$ cat src/rtl/cash_request_queue.sv
// FWFT request queue feeding fast_unordered_cash: valid/ready in, oldest entry out.
// Optional write merging into the tail entry is enabled by defining CASH_REQ_MERGE_EN.
module cash_request_queue #(
  parameter int address_size = 4,
  parameter int data_size    = 4,
  parameter int depth        = 4
) (
  input  logic                    clk,
  input  logic                    rst,
  input  logic                    flush,
  input  logic                    in_valid,
  output logic                    in_ready,
  input  logic                    in_action,
  input  logic [address_size-1:0] in_address,
  input  logic [data_size-1:0]    in_data,
  output logic                    out_valid,
  input  logic                    out_ready,
  output logic                    out_action,
  output logic [address_size-1:0] out_address,
  output logic [data_size-1:0]    out_data,
  output logic [$clog2(depth):0]  count,
  output logic                    full,
  output logic                    empty
);

  localparam int PW = $clog2(depth);
  localparam int CW = PW + 1;
  localparam logic [CW-1:0] DEPTH_C = CW'(depth);

  logic [PW-1:0] wp_q, wp_d, rp_q, rp_d;
  logic [CW-1:0] count_q, count_d;

  logic                    mem_action_q  [depth];
  logic [address_size-1:0] mem_address_q [depth];
  logic [data_size-1:0]    mem_data_q    [depth];

  logic          push, pop, alloc, wr_en, merge_hit;
  logic [PW-1:0] wr_idx;

  assign full        = (count_q == DEPTH_C);
  assign empty       = (count_q == '0);
  assign count       = count_q;
  assign out_valid   = !empty;
  assign out_action  = mem_action_q[rp_q];
  assign out_address = mem_address_q[rp_q];
  assign out_data    = mem_data_q[rp_q];

  assign pop = out_valid && out_ready;

`ifdef CASH_REQ_MERGE_EN
  logic [PW-1:0] tail_idx;
  logic          merge_cand;

  assign tail_idx   = wp_q - PW'(1);
  assign merge_cand = !empty && in_action && mem_action_q[tail_idx] &&
                      (mem_address_q[tail_idx] == in_address);
  // Tail equals head only when count==1; full implies count>=2, so ready never sees out_ready.
  assign merge_hit  = merge_cand && !(pop && (tail_idx == rp_q));
  assign in_ready   = !full || merge_cand;
`else
  assign merge_hit  = 1'b0;
  assign in_ready   = !full;
`endif

  assign push  = in_valid && in_ready;
  assign alloc = push && !merge_hit;

  always_comb begin
    wp_d    = wp_q;
    rp_d    = rp_q;
    count_d = count_q;
    wr_en   = 1'b0;
    wr_idx  = wp_q;
    if (flush) begin
      wp_d    = '0;
      rp_d    = '0;
      count_d = '0;
    end else begin
      wr_en = push;
`ifdef CASH_REQ_MERGE_EN
      if (merge_hit) wr_idx = tail_idx;
`endif
      if (alloc) wp_d = wp_q + PW'(1);
      if (pop)   rp_d = rp_q + PW'(1);
      if (alloc && !pop)      count_d = count_q + CW'(1);
      else if (!alloc && pop) count_d = count_q - CW'(1);
    end
  end

  always_ff @(posedge clk) begin
    if (rst) begin
      wp_q    <= '0;
      rp_q    <= '0;
      count_q <= '0;
    end else begin
      wp_q    <= wp_d;
      rp_q    <= rp_d;
      count_q <= count_d;
    end
  end

  // Storage is never reset; only the pointers define what is valid.
  always_ff @(posedge clk) begin
    if (wr_en && !rst) begin
      mem_action_q[wr_idx]  <= in_action;
      mem_address_q[wr_idx] <= in_address;
      mem_data_q[wr_idx]    <= in_data;
    end
  end

endmodule

$ cat config.mk
export PLATFORM = sky130hd
export DESIGN_NAME = cash_request_queue
export DESIGN_NICKNAME = d
export VERILOG_FILES = /design/src/rtl/cash_request_queue.sv
export SDC_FILE = /design/constraint.sdc
export NUM_CORES = 1
export LEC_CHECK = 0
export ABC_AREA = 1
export CAP_MARGIN = 20
export CORE_ASPECT_RATIO = 0.5
export CORE_UTILIZATION = 50
export CTS_CLUSTER_DIAMETER = 30
export DETAILED_ROUTE_END_ITERATION = 8
export PLACE_DENSITY = 0.75
export SETUP_SLACK_MARGIN = 0.1
export SLEW_MARGIN = 10
export SYNTH_ARGS = -nofsm -noshare
export SYNTH_HDL_FRONTEND = slang
export SYNTH_SLANG_ARGS = --single-unit
$ cat constraint.sdc
create_clock -name clk -period 2.8 [get_ports clk]
set_input_delay 0.56 -clock clk [delete_from_list [all_inputs] [get_ports clk]]
set_output_delay 0.56 -clock clk [all_outputs]
set_load 0.005 [all_outputs]
==> metrics.cfg <==
[run_status]
status = completed

[sta]
clock_skew_ns = 0.00928
fin_crit_sh_pct = 82.1
fin_ws_ns = 0.502
fmax_ghz = 0.435
hold_viol = 0
holdWs_ns = 0.503
drv_slew = 0
finalSetupViolations = 0
slew_headroom_pct = 60.9
tightest_slew_ns = 0.586
fin_crit_ns = 2.30
finalSetupTns_ns = 0
rsz0062_at_grt = false

[synth]
synth_top_area_share_pct = 54.3
yosys.cell_types.count = 24
synth.area.top_cells = edfxtp_1 (54%), dfxtp_1 (9.1%), o22ai_2 (5.7%), o21ai_0 (4.5%), nor2_2 (4.1%)
async_reset_ff_share_pct = 0
synth_commonest_cells = edfxtp_1 (36), o21ai_0 (18), nor2_1 (15), inv_1 (13), nor2_2 (13)
synth-edff-count = 36
synthCells = 157
yosysTopAreaCell = edfxtp_1
synth_area_per_cell_um2 = 12.7
synth_area_um2 = 1990
synth_nets = 177
ys.flop_type = edfxtp_1
yosysMostFrequentCell = edfxtp_1
yosysSeqAreaShare_pct = 63.4
synth-warning-count = 0
synth_seq_cells = 45

[place]
placed_cell_area_um2 = 2310
io_buffers = 29
dp_hpwl_um = 2170
dp_slack_ns = 0.395
gp_congestion = 0.705

[global_route]
antenna_found_initial = 0
grt_max_degree = 20
grt_pass1_vias = 1144
grt_usage_pct = 17.5
grt_first_pass_wirelength_um = 5290
gr-total-overflow = 0

[setup_path]
cp.required_ns = 2.24
crit_path_max_incr_delay_ns = 0.54
worst-r2r-setup-slack_ns = 0.96
path_max_fanout = 10
r2r-start = count[0]
path_class = reg2out
crit_slowest_cell = dfxtp_1
critPathLaunchType = flip-flop
rr_endpoint = count[2]
crit_chain = o21ai_0 > o22ai_2 > clkdlybuf4s50_1
cp.arrival_ns = 1.74
reg2reg_depth = 12
critPathCaptureType = primary output

[floorplan]
coreArea_um2 = 3620
die_w_um = 91.2
die_area_um2 = 4250
ios = 30
start_util_pct = 55.0
rows = 15
fp.dieH_um = 46.6

[power_and_ir_drop]
ir_worst_vdd_mv = 0.288
total_power_uw = 1310
powerDensity_nw_per_um2 = 546
p_leak_uw = 0.000835

[clocking]
clkTransAtPathRegs_ns = 0.07
clock-sinks = 45
cts_setup_buffers = 0
cts_tree = built
root_buffer = clkbuf_8
cts_inserted_buffers = 5
post_cts_resized = 0
cts-htree-levels = 2
ctsHoldBuffers = 0
clkLatencyLatePin_ns = 0.29
cts_buffer_depth = 2

[cells_and_area]
antennaDiodeCount = 0
syn2layout_area_growth_pct = 20.4
seqCellArea_um2 = 1260
nets = 211
postLayoutCellArea_um2 = 2400
fillers = 273
drive_gt1_share_pct = 21.9
multi_input_area_um2 = 606

[route]
viasPerCell = 5.03
m1WireLength_um = 1590
top_layer_used = met4
drt_iter0_markers = 62
route.detailed.drc = 0
wl_per_cell_um = 13.6
totalWireLength_um = 3300
dr_wl_met3_um = 144
ant_nets = 0
route.vias.total = 1222
route.met2.wl_um = 1510
dr.pass1.iters = 4

[hold_path]
min_path_cells = 2
hp-class = reg2reg
min-delay-start = rp_q[0]

[run]
maxCapViolations = 0

## placed cells by master, fill, tap and decap left out, drive strengths merged
cell / count
edfxtp: 36
nor2: 30
clkdlybuf4s50: 29
o21ai: 20
inv: 19
nand2: 12
o22ai: 9
dfxtp: 9
a21oi: 6
clkbuf: 6
ha: 5
nand3: 5
clkinvlp: 2
nand3b: 1
nand4: 1
fa: 1
buf: 1
## worst max-delay path, delay by kind of cell (launching register included)
kind                   cells  cell delay (ns)
AO/OA/AOI/OAI              2             0.39
flip-flops                 1             0.54
buffers and inverters      1             0.52
## power by group
part | internal (µW) | switching, µW | leakage [µW]
Sequential | 735 | 9.94 | 0.000398
Clock | 176 | 209 | 0.0000374
Combinational | 89.9 | 89.5 | 0.000399
## per-layer routing
metal,up-vias,global-route usage (%)
met5,-,0
met3,7,5.12
li1,616,-
met2,25,27.4
met1,574,22.3
met4,0,10.8
## worst max path at each step
stage                              to  cells past startpoint
after floorplan              count[2]                     13
after global placement       count[2]                     12
after detailed placement     count[2]                     11
after CTS                 out_data[0]                      3
after global routing      out_data[0]                      5
final                     out_data[0]                      3
## cell type report
type | instances | area share, %
Multi-Input combinational cell | 90 | 25.3
Tap cell | 51 | 2.66
Sequential cell | 45 | 52.6
Inverter | 19 | 3.39
Clock inverter | 2 | 0.626
Timing Repair Buffer | 30 | 12.4
Clock buffer | 6 | 3.03
## state kept, by name (all words and copies together), names as in the netlist, named ones only
name / flops
mem_data_q: 16
wp_q: 2
count: 3
rp_q: 2
mem_action_q: 4
mem_address_q: 16
## metrics by stage
| stage | std cells | utilization [%] |
|---|---|---|
| floorplan | 157 | - |
| global placement | 235 | 63.8 |
| detailed placement | 235 | 63.8 |
| CTS | 243 | 66.2 |
| global route | 243 | 66.2 |
| finish | 243 | 66.2 |
## cells by family (layout without fill, tap and decap cells)
kind of cell	Yosys count	count (layout)	synth area share, %
compound gates	35	35	12.4
fa+ha+maj	6	6	4.15
buf+inv	22	57	6.22
flops	45	45	63.4
simple gates	49	49	13.9
(Power assumes the default switching activity.)
==> edit 1, RTL diff (config.mk and constraints unchanged) <==
Build with the macro `CASH_REQ_MERGE_EN` defined.
--- a/src/rtl/cash_request_queue.sv
+++ b/src/rtl/cash_request_queue.sv
@@ -1,5 +1,7 @@
 // FWFT request queue feeding fast_unordered_cash: valid/ready in, oldest entry out.
 // Optional write merging into the tail entry is enabled by defining CASH_REQ_MERGE_EN.
+`define CASH_REQ_MERGE_EN
+
 module cash_request_queue #(
   parameter int address_size = 4,
   parameter int data_size    = 4,
Behaviour: not the same (Yosys sat finds a counterexample within 4 cycles, from zero or initial values).
==> edit 1 against the original RTL <==
  * Synthesized cell count rose by 55%
  * Synthesized area rose by 13%
  * Highest routed layer unchanged
  * Sequential cell count did not move
  * Power rose by 23%
  * Setup slack got worse by 0.23 ns
  * Design area rose by 24%
  * Routed wire length rose by 67%
  * Count of clock-buffer cells in the layout fell by 1
  * Maximum frequency fell by 9.2%
  * Via count rose by 60%
  * Sequential power rose by 0.7%
==> edit 1: results (changes against the original RTL) <==
RUN_STATUS='finished clean'
YOSYSUNIQUECELLTYPES=24  # unchanged
NETS=319  # +51%
SYNTH.TOP_CELL.AREA_SHARE_PCT=47.9  # -6.4 points
POST_DP_CELL_AREA_SQ_MM=0.00272  # +18%
FIN_SKEW_NS=0.00539  # -0.00388 ns
SHARE_OF_CELLS_ABOVE_DRIVE_STRENGTH_1_PCT=24.3  # +2.5 points
MAX_SLEW_MARGIN_PCT=68.4  # +7.5 points
DETAIL_ROUTE.FIRST_PASS.ITERATIONS=4  # unchanged
YS_SEQ_AREA_SHARE_PCT=55.9  # -7.4 points
GRT_FIRST_PASS_WIRELENGTH_UM=8670  # +64%
VDD_IR_DROP_MAX_mV=0.268  # -7.1%
GP_CONGESTION=0.911  # +29%
FILLERINSTANCES=318  # +16%
HPWLAFTERDP_UM=3590  # +65%
CRITPATHMAXSTAGEDELAY_NS=0.54  # about the same
CRIT_ARRIVAL_NS=1.97  # +0.23 ns
PLACEMENT_ROWS=16  # +1
SYNTHTOPCELLSBYAREA='sky130_fd_sc_hd__edfxtp_1, sky130_fd_sc_hd__nand2_1, sky130_fd_sc_hd__dfxtp_1'
POST_DRT_VIA_CELL_RATIO=5.47  # +8.7%
PIN_COUNT_OF_THE_BIGGEST_NET_ENTERING_GLOBAL_ROUTING=19  # -5.0%
VIAS_IN_THE_FIRST_GLOBAL_ROUTE=1862  # +63%
GLOBALROUTETOTALUTIL_PCT=24.3  # +6.8 points
SYNTH.TOP_CELLS.BY_COUNT='sky130_fd_sc_hd__nand2_1, sky130_fd_sc_hd__edfxtp_1, sky130_fd_sc_hd__nor2_1, sky130_fd_sc_hd__o21ai_0, sky130_fd_sc_hd__nand2_2'
CRIT_PATH_TOP_DELAY_CELL='sky130_fd_sc_hd__clkdlybuf4s50_1'
POSTROUTEWIRELENGTH_UM=5520  # +67%
SYN-NUM-NETS=260  # +47%
DETAIL_ROUTE.ITER0.VIOLATIONS=108  # +74%
NUMBER_OF_SYNTHESIZED_FLOPS_WITH_AN_ENABLE_PIN=36  # unchanged
CLKTRANSATPATHREGS_NS=0.08
CELLLEAKAGEPOWER_nW=1.22  # +47%
[edit 1: cell type report]
type	count	area (sq um)	area share [%]
repair buffers	57	508	17.1
flip-flops and latches	45	1270	42.7
clock buffers	5	68.8	2.32
multi-input cells	171	891	30.0
clock inverters	3	68.8	2.32
inverters	23	98.8	3.33
well taps	54	67.6	2.27
[edit 1: worst paths after layout]
kind / start / to / slack (ns) / cells past startpoint
max: flip-flop / out_action / 0.27 / 4
min: rp_q[1] / flip-flop / 0.51 / 2
max reg2reg: wp_q[0] / count[1] / 0.29 / 19
min reg2reg: rp_q[1] / flip-flop / 0.51 / 2
[edit 1: logic make-up (layout without fill, tap and decap cells)]
logic type | after synthesis | in the layout | share of synthesized area (%)
DFF | 45 | 45 | 55.9
xor gates and xnor gates | 1 | 1 | 0.388
buffers and inverters | 28 | 88 | 5.55
and+or+nand+nor | 127 | 127 | 27.1
AOI/OAI and AO/OA | 41 | 41 | 9.60
adders and majority gates | 2 | 2 | 1.44
[edit 1: metrics by stage]
step / worst slack, ns / total power [mW] / std cells / setup TNS (ns)
final: 0.268 / 1.61 / 358 / 0
after global routing: 0.107 / 1.67 / 358 / 0
after CTS: 0.232 / 1.61 / 358 / 0
after detailed placement: -0.170 / 1.01 / 341 / -0.201
after global placement: -0.0620 / 1.01 / 341 / -0.0620
after floorplan: 0.398 / 0.892 / 244 / 0
[edit 1: layer usage]
layer | global-route usage [%] | part of all wire [%]
met4 | 8.96 | 2.9
met2 | 42.5 | 47
met5 | 0 | 0
met1 | 30.3 | 42
met3 | 5.25 | 8.3
[edit 1: worst max-delay path, delay by kind of cell, from the launching register on]
family | cells | cell delay [ns]
AOI/OAI and AO/OA | 2 | 0.36
buffers and inverters | 2 | 0.86
DFF | 1 | 0.45
[edit 1: report_power, final]
| group | switching [mW] | internal [mW] |
|---|---|---|
| Clock | 0.229 | 0.359 |
| Combinational | 0.146 | 0.131 |
| Sequential | 0.0141 | 0.736 |
| Total | 0.388 | 1.23 |
[edit 1: repair_timing]
| action | CTS | global route |
|---|---|---|
| buffers inserted | 9 | 0 |
| setup endpoints to repair | 2 | 2 |
| hold endpoints to repair | 0 | 0 |
| gates resized for setup | 17 | 4 |
| pin swaps | 2 | 0 |
==> edit 2, RTL diff (config.mk and constraints unchanged) <==
Without the edit above. Register the output `count` once more, with the module's reset; this adds one clock of latency there. The other outputs are not delayed to match.
--- a/src/rtl/cash_request_queue.sv
+++ b/src/rtl/cash_request_queue.sv
@@ -39,7 +39,13 @@
 
   assign full        = (count_q == DEPTH_C);
   assign empty       = (count_q == '0);
-  assign count       = count_q;
+  always_ff @(posedge clk) begin
+    if (rst) begin
+      count <= '0;
+    end else begin
+      count <= count_q;
+    end
+  end
   assign out_valid   = !empty;
   assign out_action  = mem_action_q[rp_q];
   assign out_address = mem_address_q[rp_q];
Check against the original RTL: not equivalent (Yosys sat finds a counterexample within 4 cycles, from zero or initial values and one cycle with rst high).
==> edit 2 against the original RTL <==
  * Power increased by 3.2%
  * Register-to-register slack got worse by 0.04 ns
  * Clock skew increased by 0.0012 ns
  * Design area increased by 0.16%
  * Sequential cell count increased by 3
  * Combinational power decreased by 3%
  * Routed wire length increased by 3.9%
  * Setup slack got worse by 0.040 ns
  * Synthesized area decreased by 1.6%
==> edit 2: results (changes against the original RTL) <==
RUN_STATUS='finished clean'
GRT.MET1_USAGE_PCT=19.4  # -2.9 points
POST_DRT_VIA_CELL_RATIO=5.17  # +2.9%
SYN-NUM-NETS=183  # +3.4%
YS_SEQ_AREA_SHARE_PCT=67.4  # +4.1 points
GP_CONGESTION=0.711  # +0.82%
FIN_SKEW_NS=0.0105  # +0.00121 ns
SYNTH.TOP_CELLS.BY_COUNT='sky130_fd_sc_hd__edfxtp_1, sky130_fd_sc_hd__nor2_1, sky130_fd_sc_hd__o21ai_0, sky130_fd_sc_hd__inv_1, sky130_fd_sc_hd__dfxtp_1'
REG2REG_SETUP_SLACK_NS=0.92  # -0.04 ns
VIA_COUNT=1309  # +7.1%
POWER.SHARE.SWITCHING_PCT=23.2  # -0.38 points
SHARE_OF_CELLS_ABOVE_DRIVE_STRENGTH_1_PCT=10.9  # -11 points
CRIT_ARRIVAL_NS=1.78  # +0.04 ns
SYNTHTOPCELLSBYAREA='sky130_fd_sc_hd__edfxtp_1, sky130_fd_sc_hd__dfxtp_1, sky130_fd_sc_hd__nor2_1'
GRT_FIRST_PASS_WIRELENGTH_UM=5220  # -1.3%
GLOBALROUTETOTALUTIL_PCT=17.0  # -0.46 points
TIMING.REG2REG.WORST_PATH_DEPTH=13  # +1
CLKTRANSATPATHREGS_NS=0.09  # +0.02 ns
SYNTHADDERAREAFRAC_PCT=4.21  # +0.066 points
NETS=221  # +4.7%
SYNTH_COMPOUND_GATE_AREA_SHARE_PCT=9.71  # -2.7 points
WORST_HOLD_CHECK_PATH_TYPE='flip-flop to flip-flop'
HP-START='rp_q[1]'
CELLLEAKAGEPOWER_nW=0.865  # +3.6%
VIAS_IN_THE_FIRST_GLOBAL_ROUTE=1181  # +3.2%
REGTOREGENDPOINT='count_q[2]'
DP_CELLS=245  # +4.3%
YOSYSUNIQUECELLTYPES=22  # -8.3%
SYNTHESIS.AREA_PER_INSTANCE_SQ_UM=12.0  # -5.2%
VDD_IR_DROP_MAX_mV=0.346  # +20%
-- edit 2: cell types whose count changed after synthesis, sizes merged --
cell	before	now
dfxtp	9	12
nor2	30	33
-- edit 2: critical path: stages, from the launching register on --
cell and delay, ns:
sky130_fd_sc_hd__dfxtp_1 0.41, sky130_fd_sc_hd__inv_1 0.25, sky130_fd_sc_hd__o21ai_0 0.15, sky130_fd_sc_hd__o22ai_1 0.16, sky130_fd_sc_hd__clkdlybuf4s50_1 0.52
-- edit 2: power by group through the flow --
| stage | Sequential [mW] | Combinational, mW | Clock [mW] |
|---|---|---|---|
| 6_report | 0.790 | 0.173 | 0.388 |
| 5_1_grt | 0.791 | 0.190 | 0.419 |
| 4_1_cts | 0.789 | 0.174 | 0.395 |
| 3_5_place_dp | 0.806 | 0.173 | 0 |
| 3_3_place_gp | 0.805 | 0.164 | 0 |
| 2_1_floorplan | 0.805 | 0.0902 | 0 |
-- edit 2: per-layer routing --
metal	vias to the layer above	part of all wire, %
li1	644	-
met1	623	44
met2	36	49
met3	6	4.5
met4	0	1.7
met5	-	0
-- edit 2: metrics by stage --
stage / setup WS (ns) / area, sq um / hold slack, ns
after detailed placement: 0.344 / 2320 / 0.495
after global placement: 0.515 / 2320 / 0.463
after CTS: 0.433 / 2400 / 0.525
after floorplan: 1.12 / 1960 / 0.448
after global routing: 0.287 / 2400 / 0.539
final: 0.462 / 2400 / 0.531
-- edit 2: cell families after synthesis --
logic type	Yosys count
adder cells (fa/ha/maj)	6
buffers and inverters	22
flip-flops	48
AO/OA/AOI/OAI	35
AND/OR/NAND/NOR	52
-- edit 2: layout make-up --
| type | instances | area (sq um) |
|---|---|---|
| tap | 51 | 63.8 |
| fill | 282 | 1180 |
| sequential | 48 | 1320 |
| inverter | 19 | 81.3 |
| timing repair buffer | 34 | 328 |
| multi-input combinational | 93 | 523 |
| clock inverter | 2 | 11.3 |
| clock buffer | 6 | 72.6 |
-- edit 2: worst max path at each step --
stage | slack [ns] | depth (start not counted) | end | startpoint
6_report | 0.46 | 4 | out_data[2] | flip-flop
5_1_grt | 0.29 | 4 | out_data[2] | flip-flop
4_1_cts | 0.43 | 4 | out_data[2] | flip-flop
3_5_place_dp | 0.34 | 12 | count_q[2] | in_valid
3_3_place_gp | 0.52 | 12 | count_q[2] | in_valid
2_1_floorplan | 1.12 | 11 | count_q[2] | in_valid
